==> src/rtl/keypad_pkg.sv <==
// Shared constants, function-key map and debounce state encoding for the keypad front end.
package keypad_pkg;

   // Matrix geometry and key-code field widths (code = row*8 + col)
   localparam int unsigned NUM_ROWS   = 4;
   localparam int unsigned NUM_COLS   = 8;
   localparam int unsigned ROW_W      = 2;
   localparam int unsigned COL_W      = 3;
   localparam int unsigned CODE_W     = ROW_W + COL_W;
   localparam int unsigned NUM_KEYS   = NUM_ROWS * NUM_COLS;

   // Columns 0..3 are hex digits, columns 4..7 are function keys
   localparam int unsigned HEX_COLS   = 4;

   localparam int unsigned ENTRY_W    = 16;
   localparam int unsigned MAX_DIGITS = 4;
   localparam int unsigned NUM_FN     = 16;

   // Function-key pulse indices; 12..14 are reserved but still pulse
   localparam int unsigned FN_STEP     = 0;
   localparam int unsigned FN_RUNHALT  = 1;
   localparam int unsigned FN_RESET    = 2;
   localparam int unsigned FN_LOAD     = 3;
   localparam int unsigned FN_STOREINC = 4;
   localparam int unsigned FN_DEC      = 5;
   localparam int unsigned FN_IRQ      = 6;
   localparam int unsigned FN_TOA      = 7;
   localparam int unsigned FN_TOX      = 8;
   localparam int unsigned FN_TOY      = 9;
   localparam int unsigned FN_TOSP     = 10;
   localparam int unsigned FN_TOPC     = 11;
   localparam int unsigned FN_CLEAR    = 15;

   typedef enum logic [1:0] {
      StReleased,
      StPressCand,
      StHeld,
      StRelCand
   } deb_state_e;

   function automatic logic is_hex_key(input logic [CODE_W-1:0] code);
      return code[COL_W-1:0] < COL_W'(HEX_COLS);
   endfunction

   // row*4 + (col mod 4): the hex nibble for digit keys, the pulse index for function keys
   function automatic logic [3:0] key_index(input logic [CODE_W-1:0] code);
      return {code[CODE_W-1:COL_W], code[1:0]};
   endfunction

endpackage

==> src/rtl/keypad_entry_if.sv <==
// Entry-register / command-strobe bundle between the keypad and the CPU control block.
interface keypad_entry_if;
   import keypad_pkg::*;

   logic [ENTRY_W-1:0] user_input;
   logic               input_valid;
   logic [2:0]         digit_count;
   logic [NUM_FN-1:0]  fn_pulse;
   logic [CODE_W-1:0]  key_code;

   modport master (
      output user_input,
      output input_valid,
      output digit_count,
      output fn_pulse,
      output key_code
   );

   modport slave (
      input user_input,
      input input_valid,
      input digit_count,
      input fn_pulse,
      input key_code
   );

endinterface

==> src/rtl/matrix_scan.sv <==
// Column scanner: drives one column low at a time, synchronises rows, builds a 32-bit frame
// snapshot and classifies each completed frame as empty, single key or multiple keys.
module matrix_scan
   import keypad_pkg::*;
#(
   parameter int unsigned SCAN_DIV = 5000
) (
   input  logic                clk,
   input  logic                rst,
   input  logic [NUM_ROWS-1:0] rows_n,
   output logic [NUM_COLS-1:0] cols_n,
   output logic                frame_done,
   output logic                frame_empty,
   output logic                frame_multi,
   output logic [CODE_W-1:0]   frame_code
);

   localparam int unsigned DWELL_W = $clog2(SCAN_DIV);

   logic [DWELL_W-1:0]  dwell_q, dwell_d;
   logic [COL_W-1:0]    col_q, col_d;
   logic [NUM_ROWS-1:0] sync1_q, sync2_q;
   logic [NUM_KEYS-1:0] snap_q, snap_d;
   logic                done_q, done_d;
   logic                last_dwell;
   logic [5:0]          pop;
   logic [CODE_W-1:0]   code;

   assign last_dwell = (dwell_q == DWELL_W'(SCAN_DIV - 1));
   assign cols_n     = ~(NUM_COLS'(1) << col_q);

   // Dwell counter, column advance and per-column snapshot capture
   always_comb begin
      dwell_d = dwell_q + 1'b1;
      col_d   = col_q;
      snap_d  = snap_q;
      done_d  = 1'b0;
      if (last_dwell) begin
         dwell_d = '0;
         col_d   = col_q + 1'b1;
         for (int r = 0; r < NUM_ROWS; r++) begin
            snap_d[r * NUM_COLS + int'(col_q)] = ~sync2_q[r];
         end
         done_d = (col_q == COL_W'(NUM_COLS - 1));
      end
   end

   // Scan state, two-flop row synchroniser and snapshot registers
   always_ff @(posedge clk) begin
      if (rst) begin
         dwell_q <= '0;
         col_q   <= '0;
         sync1_q <= '1;
         sync2_q <= '1;
         snap_q  <= '0;
         done_q  <= 1'b0;
      end else begin
         dwell_q <= dwell_d;
         col_q   <= col_d;
         sync1_q <= rows_n;
         sync2_q <= sync1_q;
         snap_q  <= snap_d;
         done_q  <= done_d;
      end
   end

   // Frame classification: bit index in the snapshot is already the key code
   always_comb begin
      pop  = '0;
      code = '0;
      for (int i = 0; i < NUM_KEYS; i++) begin
         if (snap_q[i]) begin
            pop  = pop + 1'b1;
            code = CODE_W'(i);
         end
      end
   end

   assign frame_done  = done_q;
   assign frame_empty = (pop == 6'd0);
   assign frame_multi = (pop > 6'd1);
   assign frame_code  = code;

endmodule

==> src/rtl/keypad_entry.sv <==
// Keypad front end: matrix scan, frame-level debounce and the hex entry register with
// one-cycle function-key strobes for the CPU control block.
module keypad_entry
   import keypad_pkg::*;
#(
   parameter int unsigned SCAN_DIV       = 5000,
   parameter int unsigned DEBOUNCE_SCANS = 4
) (
   input  logic                clk,
   input  logic                rst,
   input  logic [NUM_ROWS-1:0] rows_n,
   output logic [NUM_COLS-1:0] cols_n,
   keypad_entry_if.master      entry
);

   localparam int unsigned      CNT_W    = $clog2(DEBOUNCE_SCANS + 1);
   localparam logic [CNT_W-1:0] CNT_DONE = CNT_W'(DEBOUNCE_SCANS);

   logic              frame_done, frame_empty, frame_multi;
   logic [CODE_W-1:0] frame_code;
   logic              frame_key, frame_none;

   deb_state_e        state_q, state_d;
   logic [CODE_W-1:0] cand_q, cand_d;
   logic [CNT_W-1:0]  cnt_q, cnt_d, cnt_inc;
   logic              accept;

   logic [ENTRY_W-1:0] user_input_q, user_input_d;
   logic               input_valid_q, input_valid_d;
   logic [2:0]         digit_count_q, digit_count_d;
   logic [NUM_FN-1:0]  fn_pulse_q, fn_pulse_d;
   logic [CODE_W-1:0]  key_code_q, key_code_d;
   logic               clear_pending_q, clear_pending_d;

   matrix_scan #(
      .SCAN_DIV (SCAN_DIV)
   ) u_scan (
      .clk         (clk),
      .rst         (rst),
      .rows_n      (rows_n),
      .cols_n      (cols_n),
      .frame_done  (frame_done),
      .frame_empty (frame_empty),
      .frame_multi (frame_multi),
      .frame_code  (frame_code)
   );

   // Multi-key frames qualify as neither, so they leave the FSM untouched
   assign frame_key  = frame_done & ~frame_empty & ~frame_multi;
   assign frame_none = frame_done & frame_empty;

   // Debounce FSM next state; accept fires on the frame where the count is reached
   always_comb begin
      state_d = state_q;
      cand_d  = cand_q;
      cnt_d   = cnt_q;
      cnt_inc = cnt_q + 1'b1;
      accept  = 1'b0;
      unique case (state_q)
         StReleased: begin
            if (frame_key) begin
               cand_d = frame_code;
               cnt_d  = CNT_W'(1);
               if (CNT_DONE == CNT_W'(1)) begin
                  accept  = 1'b1;
                  state_d = StHeld;
               end else begin
                  state_d = StPressCand;
               end
            end
         end
         StPressCand: begin
            if (frame_key) begin
               if (frame_code == cand_q) begin
                  cnt_d = cnt_inc;
                  if (cnt_inc == CNT_DONE) begin
                     accept  = 1'b1;
                     state_d = StHeld;
                  end
               end else begin
                  cand_d = frame_code;
                  cnt_d  = CNT_W'(1);
               end
            end else if (frame_none) begin
               state_d = StReleased;
            end
         end
         StHeld: begin
            if (frame_none) begin
               cnt_d   = CNT_W'(1);
               state_d = (CNT_DONE == CNT_W'(1)) ? StReleased : StRelCand;
            end
         end
         StRelCand: begin
            if (frame_key) begin
               state_d = StHeld;
            end else if (frame_none) begin
               cnt_d = cnt_inc;
               if (cnt_inc == CNT_DONE) begin
                  state_d = StReleased;
               end
            end
         end
         default: state_d = StReleased;
      endcase
   end

   // Debounce state register
   always_ff @(posedge clk) begin
      if (rst) begin
         state_q <= StReleased;
         cand_q  <= '0;
         cnt_q   <= '0;
      end else begin
         state_q <= state_d;
         cand_q  <= cand_d;
         cnt_q   <= cnt_d;
      end
   end

   // Entry register next state: digit shift, clear key, or pulse followed by deferred clear
   always_comb begin
      user_input_d    = user_input_q;
      input_valid_d   = input_valid_q;
      digit_count_d   = digit_count_q;
      key_code_d      = key_code_q;
      fn_pulse_d      = '0;
      clear_pending_d = 1'b0;
      if (clear_pending_q) begin
         user_input_d  = '0;
         input_valid_d = 1'b0;
         digit_count_d = '0;
      end
      if (accept) begin
         key_code_d = cand_d;
         if (is_hex_key(cand_d)) begin
            user_input_d  = {user_input_q[ENTRY_W-5:0], key_index(cand_d)};
            input_valid_d = 1'b1;
            if (digit_count_q < 3'(MAX_DIGITS)) begin
               digit_count_d = digit_count_q + 3'd1;
            end
         end else if (key_index(cand_d) == 4'(FN_CLEAR)) begin
            user_input_d  = '0;
            input_valid_d = 1'b0;
            digit_count_d = '0;
         end else begin
            // Entry stays visible during the strobe so the CPU can latch it
            fn_pulse_d      = NUM_FN'(1) << key_index(cand_d);
            clear_pending_d = 1'b1;
         end
      end
   end

   // Entry register and strobe outputs
   always_ff @(posedge clk) begin
      if (rst) begin
         user_input_q    <= '0;
         input_valid_q   <= 1'b0;
         digit_count_q   <= '0;
         key_code_q      <= '0;
         fn_pulse_q      <= '0;
         clear_pending_q <= 1'b0;
      end else begin
         user_input_q    <= user_input_d;
         input_valid_q   <= input_valid_d;
         digit_count_q   <= digit_count_d;
         key_code_q      <= key_code_d;
         fn_pulse_q      <= fn_pulse_d;
         clear_pending_q <= clear_pending_d;
      end
   end

   assign entry.user_input  = user_input_q;
   assign entry.input_valid = input_valid_q;
   assign entry.digit_count = digit_count_q;
   assign entry.fn_pulse    = fn_pulse_q;
   assign entry.key_code    = key_code_q;

endmodule

==> src/flat_wrapper.sv <==
// flat-port wrapper written by rule: the top's interface ports become plain ports
module keypad_entry_flat import keypad_pkg::*;
#(
   parameter int unsigned SCAN_DIV       = 5000,
   parameter int unsigned DEBOUNCE_SCANS = 4
)
  (clk, rst, rows_n, cols_n, entry_user_input, entry_input_valid, entry_digit_count, entry_fn_pulse, entry_key_code);
  keypad_entry_if entry_i ();
  input  logic clk;
  input  logic rst;
  input  logic [NUM_ROWS-1:0] rows_n;
  output logic [NUM_COLS-1:0] cols_n;
  output wire logic [$bits(entry_i.user_input)-1:0] entry_user_input;
  output wire logic [$bits(entry_i.input_valid)-1:0] entry_input_valid;
  output wire logic [$bits(entry_i.digit_count)-1:0] entry_digit_count;
  output wire logic [$bits(entry_i.fn_pulse)-1:0] entry_fn_pulse;
  output wire logic [$bits(entry_i.key_code)-1:0] entry_key_code;
  assign entry_user_input = entry_i.user_input;
  assign entry_input_valid = entry_i.input_valid;
  assign entry_digit_count = entry_i.digit_count;
  assign entry_fn_pulse = entry_i.fn_pulse;
  assign entry_key_code = entry_i.key_code;
  keypad_entry #(.SCAN_DIV(SCAN_DIV), .DEBOUNCE_SCANS(DEBOUNCE_SCANS)) u_core (.clk(clk), .rst(rst), .rows_n(rows_n), .cols_n(cols_n), .entry(entry_i));
endmodule
==> config.mk <==
export PLATFORM = sky130hd
export DESIGN_NAME = keypad_entry_flat
export DESIGN_NICKNAME = d
export VERILOG_FILES = /design/src/rtl/keypad_pkg.sv /design/src/rtl/keypad_entry_if.sv /design/src/rtl/matrix_scan.sv /design/src/rtl/keypad_entry.sv /design/src/flat_wrapper.sv
export SDC_FILE = /design/constraint.sdc
export NUM_CORES = 1
export LEC_CHECK = 0
export CORE_ASPECT_RATIO = 0.75
export CORE_MARGIN = 2
export CORE_UTILIZATION = 45
export DETAILED_ROUTE_END_ITERATION = 7
export DONT_BUFFER_PORTS = 1
export GPL_ROUTABILITY_DRIVEN = 0
export HOLD_SLACK_MARGIN = 0.12
export PLACE_DENSITY = 0.59
export SLEW_MARGIN = 10
export SYNTH_ARGS = -nofsm -noshare
export SYNTH_HDL_FRONTEND = slang
export SYNTH_SLANG_ARGS = --single-unit
==> constraint.sdc <==
create_clock -name clk -period 30.5 [get_ports clk]
set_clock_uncertainty 0.05 [all_clocks]
set_input_delay 7.625 -clock clk [delete_from_list [all_inputs] [get_ports clk]]
set_output_delay 7.625 -clock clk [all_outputs]
set_load 0.005 [all_outputs]
# Word level (Yosys, flattened, before mapping)
# Cells that the tools add are included.
dict set report word_totals {
  out_inout_bits 49
  ff_bits 109
}
dict set report op_classes {
  reduce_logical 12
  add_sub_neg 38
  n_mux 114
  bitwise 12
  eq_ne 18
  n_lt_le_gt_ge 11
  shifts 2
}
# operator n
set ops {}
lappend ops {{$add A6 B1 Y6 const B} 31}
lappend ops {{$mux W6} 31}
lappend ops {{$mux W5} 33}
lappend ops {{$bwmux W32} 4}
lappend ops {{$mux W16} 4}
lappend ops {{$mux W3} 11}
lappend ops {{$mux W2} 9}
lappend ops {{$shl A1 B4 Y16 const A} 1}
lappend ops {{$demux W1 S5} 3}
lappend ops {{$mux W1} 15}
lappend ops {{$add A13 B1 Y13 const B} 1}
lappend ops {{$eq A13 B13 Y1 const B} 1}
lappend ops {{$add A5 B3 Y6 const A} 2}
lappend ops {{$ge A6 B1 Y1 const B} 2}
lappend ops {{$lt A6 B6 Y1 const B} 2}
lappend ops {{$pmux W3 S4} 1}
lappend ops {{$pmux W5 S2} 1}
lappend ops {{$add A3 B1 Y3 const B} 3}
lappend ops {{$ne A3 B1 Y1 const B} 3}
lappend ops {{$ne A2 B1 Y1 const B} 4}
lappend ops {{$not A1 Y1} 8}
lappend ops {{$not A8 Y8} 1}
lappend ops {{$pmux W2 S4} 1}
lappend ops {{$shl A1 B3 Y8 const A} 1}
lappend ops {{24 further kinds} 34}

# Logic depth before layout (Yosys ltp)
# Gate-level depths: netlist (run 1).
dict set report depth {
  depth_word 73
  mapped_depth 112
}

# By module
# A second synthesis (run 1) with hierarchy kept.
dict set report unflattened {
  hier_cells 1115
  area_unflattened_um2 9095.0
}
# module n_inst cells_each area_per_inst_um2 seq_area_each_um2
set by_module_without_submodules {}
lappend by_module_without_submodules {matrix_scan 1 912 7069.3 1141.1}
lappend by_module_without_submodules {keypad_entry 1 203 2025.7 1041.0}

# Worst setup path before layout (run 1)
# Ideal clock, no wire load.
dict set report synth_timing {
  path_kind {reg2reg}
  from {register u_core.u_scan.snap_q[0]}
  to {register u_core.user_input_q[0] (netlist: u_core.entry.user_input[0])}
  arrival_time_ns 19.292
  setup_ns 0.134
  period_less_slack_ns 19.477
  path_stages_with_launch 111
  required_time_ns 30.316
  slack_ns 11.023
  cell_sequence {dfxtp_1 > inv_1 > ha_1 > xor2_1 > ha_1 > nor2b_1 > nor2_1 > ha_1 > nand2_1 > o31ai_1 > ha_1 > inv_1 > a32oi_1 > nand2_1 > inv_1 > ha_1 > nand2_1 > o21ai_0 > [... 75 more ...] > mux2i_1 > inv_1 > ha_1 > nand2_1 > o21ai_0 > ha_1 > mux2_2 > ha_1 > xor2_1 > nor3b_1 > o21ai_0 > nor4_1 > o21ai_0 > nor2_2 > mux2_4 > a21boi_4 > buf_4 > o31ai_2}
}
dict set report synth_via {
  elab_chain_cells 73
}
# item line_no
set synth_rtl {}
lappend synth_rtl {{from (decl)} matrix_scan.sv:23} ;# logic [NUM_KEYS-1:0] snap_q, snap_d;
lappend synth_rtl {{from (signal assigned)} matrix_scan.sv:62} ;# snap_q <= snap_d;
lappend synth_rtl {{$mux W1 (*)} matrix_scan.sv:72} ;# if (snap_q[i]) begin
lappend synth_rtl {{$add A6 B1 Y6} matrix_scan.sv:73} ;# pop = pop + 1'b1;
lappend synth_rtl {{$mux W6 (*)} matrix_scan.sv:72}
lappend synth_rtl {{$add A6 B1 Y6} matrix_scan.sv:73}
lappend synth_rtl {{$mux W6 (*)} matrix_scan.sv:72}
lappend synth_rtl {{$add A6 B1 Y6} matrix_scan.sv:73}
lappend synth_rtl {{$mux W6 (*)} matrix_scan.sv:72}
lappend synth_rtl {{$add A6 B1 Y6} matrix_scan.sv:73}
lappend synth_rtl {{[... 55 more ...]} n/a}
lappend synth_rtl {{branches (longest 3 deep; another with $gt A6 B1 Y1)} n/a}
lappend synth_rtl {{$and A1 B1 Y1 (*)} keypad_entry.sv:49} ;# assign frame_key = frame_done & ~frame_empty & ~frame_multi;
lappend synth_rtl {{$mux W5 (on tied branches)} {keypad_entry.sv:73, keypad_entry.sv:61}}
lappend synth_rtl {{$pmux W5 S2} keypad_entry.sv:59} ;# unique case (state_q)
lappend synth_rtl {{$eq A4 B4 Y1} keypad_entry.sv:142} ;# end else if (key_index(cand_d) == 4'(FN_CLEAR)) begin
lappend synth_rtl {{$mux W16} keypad_entry.sv:142}
lappend synth_rtl {{$mux W16} keypad_entry.sv:136} ;# if (is_hex_key(cand_d)) begin
lappend synth_rtl {{$mux W16 (*)} keypad_entry.sv:134} ;# if (accept) begin
lappend synth_rtl {{to (signal assigned)} keypad_entry.sv:164} ;# user_input_q <= user_input_d;
lappend synth_rtl {{to (decl)} keypad_entry.sv:28} ;# logic [ENTRY_W-1:0] user_input_q, user_input_d;
# Mark *: on every way between the ends.
# A chain may end at the register's enable or synchronous reset.

# Worst setup path after layout (run 1)
dict set report layout_timing {
  from {register u_core.u_scan.snap_q[1]}
  to {register u_core.digit_count_q[0] (netlist: u_core.entry.digit_count[0])}
}
dict set report layout_via {
  elab_chain_cells 71
}
# item line_no
set layout_rtl {}
lappend layout_rtl {{branches (longest 70 deep; another with $add A6 B1 Y6)} n/a}
lappend layout_rtl {{$mux W3 (*)} keypad_entry.sv:134}
lappend layout_rtl {{to (signal assigned)} keypad_entry.sv:166} ;# digit_count_q <= digit_count_d;
lappend layout_rtl {{to (decl)} keypad_entry.sv:30} ;# logic [2:0] digit_count_q, digit_count_d;
# Marked as above.

==> results of run 1 <==
## through the flow
step / total power [W] / cell area (um^2) / instances
floorplan: 0.000150 / 9260 / 1139
CTS: 0.000257 / 9660 / 1363
global placement: 0.000149 / 9390 / 1348
finish: 0.000255 / 9660 / 1363
detailed placement: 0.000149 / 9390 / 1348
global route: 0.000264 / 9660 / 1363
## kinds of logic after synthesis
family | synth area share, %
AO/OA/AOI/OAI | 17.2
XOR/XNOR | 20.3
adder cells (fa/ha/maj) | 5.65
buffers and inverters | 4.97
flip-flops | 23.6
multiplexers | 3.55
other | 0.0405
AND/OR/NAND/NOR | 24.7
## worst max-delay path, delay by kind of cell, from the launching register on
kind                     cells  cell delay [ps]
XOR/XNOR                     2              350
AND/OR/NAND/NOR             30             3980
buffers and inverters       11              900
AO/OA/AOI/OAI               31             5940
flip-flops                   1              380
adder cells (fa/ha/maj)     30             8780
multiplexers                 5             1380
## sequential cells by signal, indices dropped and copies added, names as in the netlist, 3 cells and up, named ones only
name,cells
u_core.cand_q,5
u_core.cnt_q,3
u_core.entry.digit_count,3
u_core.entry.fn_pulse,16
u_core.entry.key_code,5
u_core.entry.user_input,16
u_core.u_scan.col_q,3
u_core.u_scan.dwell_q,13
u_core.u_scan.snap_q,32
u_core.u_scan.sync1_q,4
u_core.u_scan.sync2_q,4
## power breakdown
group | internal, W | switching, W
combinational | 0.000000854 | 0.00000125
clock | 0.0000560 | 0.0000528
sequential | 0.000143 | 0.000000880
## cells in the final DEF (no fill, tap or decap), drive strengths merged, types with 7 or more instances in the layout
cell	count
mux2	8
nor2	137
a211oi	29
ha	41
and3	9
a31oi	8
or2	15
nand3b	7
nand2	122
nor4	16
nand3	36
dfxtp	109
nand4	16
clkbuf	10
nor2b	17
nor4b	10
xnor2	78
or3	10
o21ai	34
nand2b	18
and2	11
xor2	51
mux2i	20
nor3	30
xnor3	24
inv	71
o22ai	7
a21oi	50
o31ai	27
## how the worst min path moves through the flow
stage | start | to | slack [ps] | cells after the start
after floorplan | u_core.u_scan.sync1_q[0] | u_core.u_scan.sync2_q[0] | 340 | 1
after global placement | u_core.u_scan.sync1_q[3] | u_core.u_scan.sync2_q[3] | 350 | 1
after detailed placement | u_core.u_scan.sync1_q[1] | u_core.u_scan.sync2_q[1] | 350 | 1
after CTS | u_core.u_scan.sync1_q[1] | u_core.u_scan.sync2_q[1] | 370 | 1
after global routing | u_core.u_scan.sync1_q[2] | u_core.u_scan.sync2_q[2] | 390 | 1
final | u_core.u_scan.sync1_q[1] | u_core.u_scan.sync2_q[1] | 380 | 1
## cell type report
type | instances | area (um^2) | share of cell area (%)
Timing Repair Buffer | 1 | 7.51 | 0.0777
Inverter | 69 | 259 | 2.68
Sequential cell | 109 | 2180 | 22.6
Tap cell | 258 | 323 | 3.34
Clock inverter | 5 | 42.5 | 0.440
Multi-Input combinational cell | 911 | 6620 | 68.5
Clock buffer | 10 | 229 | 2.37
## routing by layer
metal  vias up  part of all wire (%)
li1       3922                     -
met3         9                   3.5
met5         -                     0
met2       143                    39
met1      3512                    57
met4         0                  0.60
==> impl_metrics.env, run 1 <==
export IMPL_cts_root_buffer="clkbuf_16"
export IMPL_postCtsSetupBuffers=0
export IMPL_cp_startpoint="u_core.u_scan.snap_q[1]"
export IMPL_start_kind="flop"
export IMPL_rr_endpoint="u_core.entry.digit_count[0]"
export IMPL_utilization_pct=47.8
export IMPL_layout_nets=1148
export IMPL_syn2layout_area_growth_pct=4.32
export IMPL_finalSetupTns_ps=0
export IMPL_drive_above_1_share_pct=7.78
export IMPL_yosysMostFrequentCell="nor2_1"
export IMPL_crit_slowest_cell="nor4_1"
export IMPL_cp_common_cell="ha_1"
export IMPL_pre_cts_ws_ps=8810
export IMPL_p_leak_nw=3.83
export IMPL_met1_usage_pct=32.6
export IMPL_grt_max_degree=71
export IMPL_ios=55
export IMPL_grt_met2_usage_pct=26.7
export IMPL_irDropWorstVdd_uv=27.4
export IMPL_numCtsBuffers=9
export IMPL_grt_overflow_total=0
export IMPL_via_per_inst=5.57
export IMPL_top_usage_layer="met1"
export IMPL_hold_path_class="reg2reg"
export IMPL_critPathCaptureType="flop"
export IMPL_ys_ff_latch=109
export IMPL_hold_buffers=0
export IMPL_clk_path_buf_depth=2
export IMPL_dieHeight_um=128
export IMPL_synth_top_area_share_pct=23.6
export IMPL_grt_pass1_vias=6901
export IMPL_finalSetupViolations=0
export IMPL_drt_wl_total_um=21000
export IMPL_rsz0062_at_grt="false"
export IMPL_max_stage_delay_ps=700
export IMPL_synth_edff_count=0
export IMPL_remaining_drc_errors=0
export IMPL_avgSynthCellArea_um2=8.13
export IMPL_antenna_left=0
export IMPL_synth_area_um2=9260
export IMPL_track_usage_pct=19.6
export IMPL_ys_async_sr_fraction_pct=0
export IMPL_r2r_slack_ps=8610
export IMPL_grt_pass1_wl_um=35200
export IMPL_ys_seq_area_share_pct=23.6
export IMPL_synth_ff_type="dfxtp_1"
export IMPL_detail_route_wl_per_cell_um=15.4
export IMPL_ctsResizeCount=0
export IMPL_initial_core_util_pct=45.8
export IMPL_yosysWarningCount=0
export IMPL_htree_levels=3
export IMPL_synth_nets=1186
export IMPL_num_rows=45
export IMPL_clock_sinks=109
export IMPL_dr_first_iter_drc_count=590
export IMPL_outcome="finished, final reports clean"
export IMPL_min_period_over_period_pct=71.8
export IMPL_worst_pin_slew_ps=1160
export IMPL_fillCellCount=1942
export IMPL_hold_violations=0
export IMPL_grt_util_met3_pct=2.16
export IMPL_r2r_start="u_core.u_scan.snap_q[1]"
export IMPL_die_area_um2=21700
export IMPL_power_density_nw_per_um2=26.4
export IMPL_holdWs_ps=377
export IMPL_ys_top_cells_by_area="dfxtp_1 24%, xnor2_1 6.6%, ha_1 5.5%"
export IMPL_syn_inst=1139
export IMPL_clk_pin_slew_ps=70
export IMPL_synth_cells_most_frequent="135 x nor2_1, 121 x nand2_1, 109 x dfxtp_1, 70 x xnor2_1, 67 x inv_1"
export IMPL_insertion_delay_ps=350
export IMPL_dpl_hpwl_um=16300
export IMPL_yosysUniqueCellTypes=96
export IMPL_insertedDiodeCount=0
export IMPL_maxCapViolations=0
export IMPL_setup_ws_ps=8610
export IMPL_clock_fmax_mhz=45.7
export IMPL_slew_headroom_pct=21.7
export IMPL_final_min_clock_period_ps=21890
export IMPL_finalMaxSlewViolations=0
export IMPL_crit_type="reg2reg"
export IMPL_numPortBuffers=0
export IMPL_critPathCapture="u_core.entry.digit_count[0]"
export IMPL_dr_pass1_iters=5
export IMPL_required_ps=30670
export IMPL_core_area_um2=20200
export IMPL_crit_arrival_ps=22060
export IMPL_vias=7586
export IMPL_r2r_cells=109
export IMPL_antenna_found_initial=0
export IMPL_worstPathMaxFanout=9
export IMPL_cts_tree="built"
export IMPL_fp_dieW_um=170
export IMPL_yosysTopAreaCell="dfxtp_1"
(Power assumes the default switching activity.)
==> run 2, diff against run 1 <==
clock period = 21.1 ns   (was 30.5 ns; I/O delays follow)
==> run 2 against run 1 <==
Largest cell class unchanged. Cell count is 1.5% higher. Count of clock-buffer cells in the layout stayed put. Power grew 44%. Design area up 3.3%.
==> impl_metrics.env, run 2 (synthesis gave the netlist of run 1 again) <==
export IMPL_final_cell_mix="134 x nor2_1, 120 x nand2_1, 107 x dfxtp_1"
export IMPL_ios=55
export IMPL_layout_nets=1168
export IMPL_r2r_cells=111
export IMPL_critPathCaptureType="flop"
export IMPL_clk_path_buf_depth=2
export IMPL_power_density_nw_per_um2=36.9
export IMPL_worst_pin_slew_ps=1120
export IMPL_grt_pass1_vias=6954
export IMPL_dieHeight_um=128
export IMPL_hold_path_class="reg2reg"
export IMPL_hold_end="u_core.u_scan.sync2_q[0]"
export IMPL_cp_common_cell="ha_1"
export IMPL_via_per_inst=5.52
export IMPL_largest_register_ffs=32
export IMPL_worstPathMaxFanout=8
export IMPL_numPortBuffers=0
export IMPL_regMostFlops="u_core.u_scan.snap_q"
export IMPL_rr_endpoint="u_core.entry.digit_count[0]"
export IMPL_initial_core_util_pct=45.8
export IMPL_antenna_found_initial=0
export IMPL_crit_buf_inv=12
export IMPL_die_area_um2=21700
export IMPL_post_route_cell_area_um2=9980
export IMPL_min_from="u_core.u_scan.sync1_q[0]"
export IMPL_crit_slowest_cell="or4_1"
export IMPL_p_int_w=0.000289
export IMPL_power_switching_w=0.0000786
export IMPL_insertion_delay_ps=340
export IMPL_fillCellCount=1922
export IMPL_num_rows=45
export IMPL_post_dp_cell_area_um2=9400
export IMPL_seqCellArea_um2=2180
export IMPL_syn2layout_area_growth_pct=7.81
export IMPL_outcome="finished, final reports clean"
export IMPL_track_usage_pct=19.9
export IMPL_remaining_drc_errors=0
export IMPL_finalSetupTns_ps=0
export IMPL_seqPwrFrac_pct=56.6
export IMPL_clock_sinks=109
export IMPL_detail_route_wl_per_cell_um=15.5
export IMPL_fp_dieW_um=170
export IMPL_drive_above_1_share_pct=11.7
export IMPL_irDropWorstVdd_uv=41.6
export IMPL_multi_input_area_um2=6770
export IMPL_grt_overflow_total=0
export IMPL_p_leak_nw=3.98
export IMPL_dr_first_iter_drc_count=443
export IMPL_required_ps=21310
export IMPL_grt_pass1_wl_um=35700
export IMPL_numCtsBuffers=9
export IMPL_min_period_over_period_pct=93.2
export IMPL_maxCapViolations=0
export IMPL_htree_levels=3
export IMPL_finalSetupViolations=0
export IMPL_insertedDiodeCount=0
export IMPL_clock_fmax_mhz=50.9
export IMPL_r2r_slack_ps=1440
export IMPL_cts_tree="built"
export IMPL_crit_type="reg2reg"
export IMPL_dpl_cell_count=1350
export IMPL_antenna_left=0
export IMPL_slew_headroom_pct=24.6
export IMPL_clock_power_share_pct=42.6
export IMPL_stdcell_count=1383
export IMPL_core_area_um2=20200
export IMPL_cp_top_family="adder cells"
export IMPL_holdWs_ps=367
export IMPL_switching_share_pct=21.4
export IMPL_clk_pin_slew_ps=70
export IMPL_vias=7639
export IMPL_dpl_hpwl_um=16400
export IMPL_grt_max_degree=71
export IMPL_hold_violations=0
export IMPL_crit_arrival_ps=19870
export IMPL_max_stage_delay_ps=480
export IMPL_drt_wl_total_um=21400
export IMPL_r2r_start="u_core.u_scan.snap_q[0]"
export IMPL_hold_buffers=0
export IMPL_start_kind="flop"
export IMPL_cts_root_buffer="clkbuf_16"
export IMPL_p_comb_share_pct=0.8
export IMPL_whs_path_depth=1
export IMPL_dr_pass1_iters=6
export IMPL_final_common_cell="nor2_1"
export IMPL_finalMaxSlewViolations=0
export IMPL_final_min_clock_period_ps=19660
[run 2: how the worst max path moves through the flow]
| stage | start | to | depth (start not counted) | slack (ps) |
|---|---|---|---|---|
| finish | u_core.u_scan.snap_q[0] | u_core.entry.digit_count[0] | 111 | 1440 |
| global route | u_core.u_scan.snap_q[1] | u_core.entry.digit_count[2] | 109 | -60 |
| CTS | u_core.u_scan.snap_q[1] | u_core.entry.digit_count[0] | 110 | 30 |
| detailed placement | u_core.u_scan.snap_q[1] | u_core.entry.user_input[6] | 110 | -90 |
| global placement | u_core.u_scan.snap_q[1] | u_core.entry.user_input[6] | 110 | 460 |
| floorplan | u_core.u_scan.snap_q[0] | u_core.entry.user_input[0] | 110 | 1620 |
[run 2: per-layer routing]
layer	up-vias	global-route usage [%]	wire, um
met5	-	0	0
met3	6	2.10	672
met1	3558	32.9	12200
li1	3958	-	-
met4	0	3.07	86
met2	117	27.6	8470
[run 2: stage by stage]
stage                     util [%]  total power, W  worst slack (ps)
after floorplan                  -        0.000217              1620
after global placement        46.5        0.000216               464
after detailed placement      46.5        0.000216             -86.5
after CTS                     48.0        0.000373              25.3
after global routing          49.4        0.000381             -64.0
final                         49.4        0.000368              1440
[run 2: area by class of cell]
type / count / share of cell area [%]
Inverter: 69 / 2.59
Clock buffer: 10 / 2.29
Sequential cell: 109 / 21.9
Tap cell: 258 / 3.23
Clock inverter: 5 / 0.426
Timing Repair Buffer: 21 / 1.70
Multi-Input combinational cell: 911 / 67.9
[run 2: timing repair]
item                       CTS  global route
resized for setup            2            38
setup endpoints to repair   21            51
pin swaps                    1             7
hold endpoints to repair     0             0
setup buffers                1            17
[run 2: power by group through the flow]
| stage | Clock, W | Sequential, W | Combinational [W] |
|---|---|---|---|
| 4_1_cts | 0.000162 | 0.000208 | 0.00000308 |
| 2_1_floorplan | 0 | 0.000212 | 0.00000469 |
| 3_5_place_dp | 0 | 0.000213 | 0.00000306 |
| 5_1_grt | 0.000169 | 0.000208 | 0.00000345 |
| 6_report | 0.000157 | 0.000208 | 0.00000306 |
| 3_3_place_gp | 0 | 0.000213 | 0.00000302 |
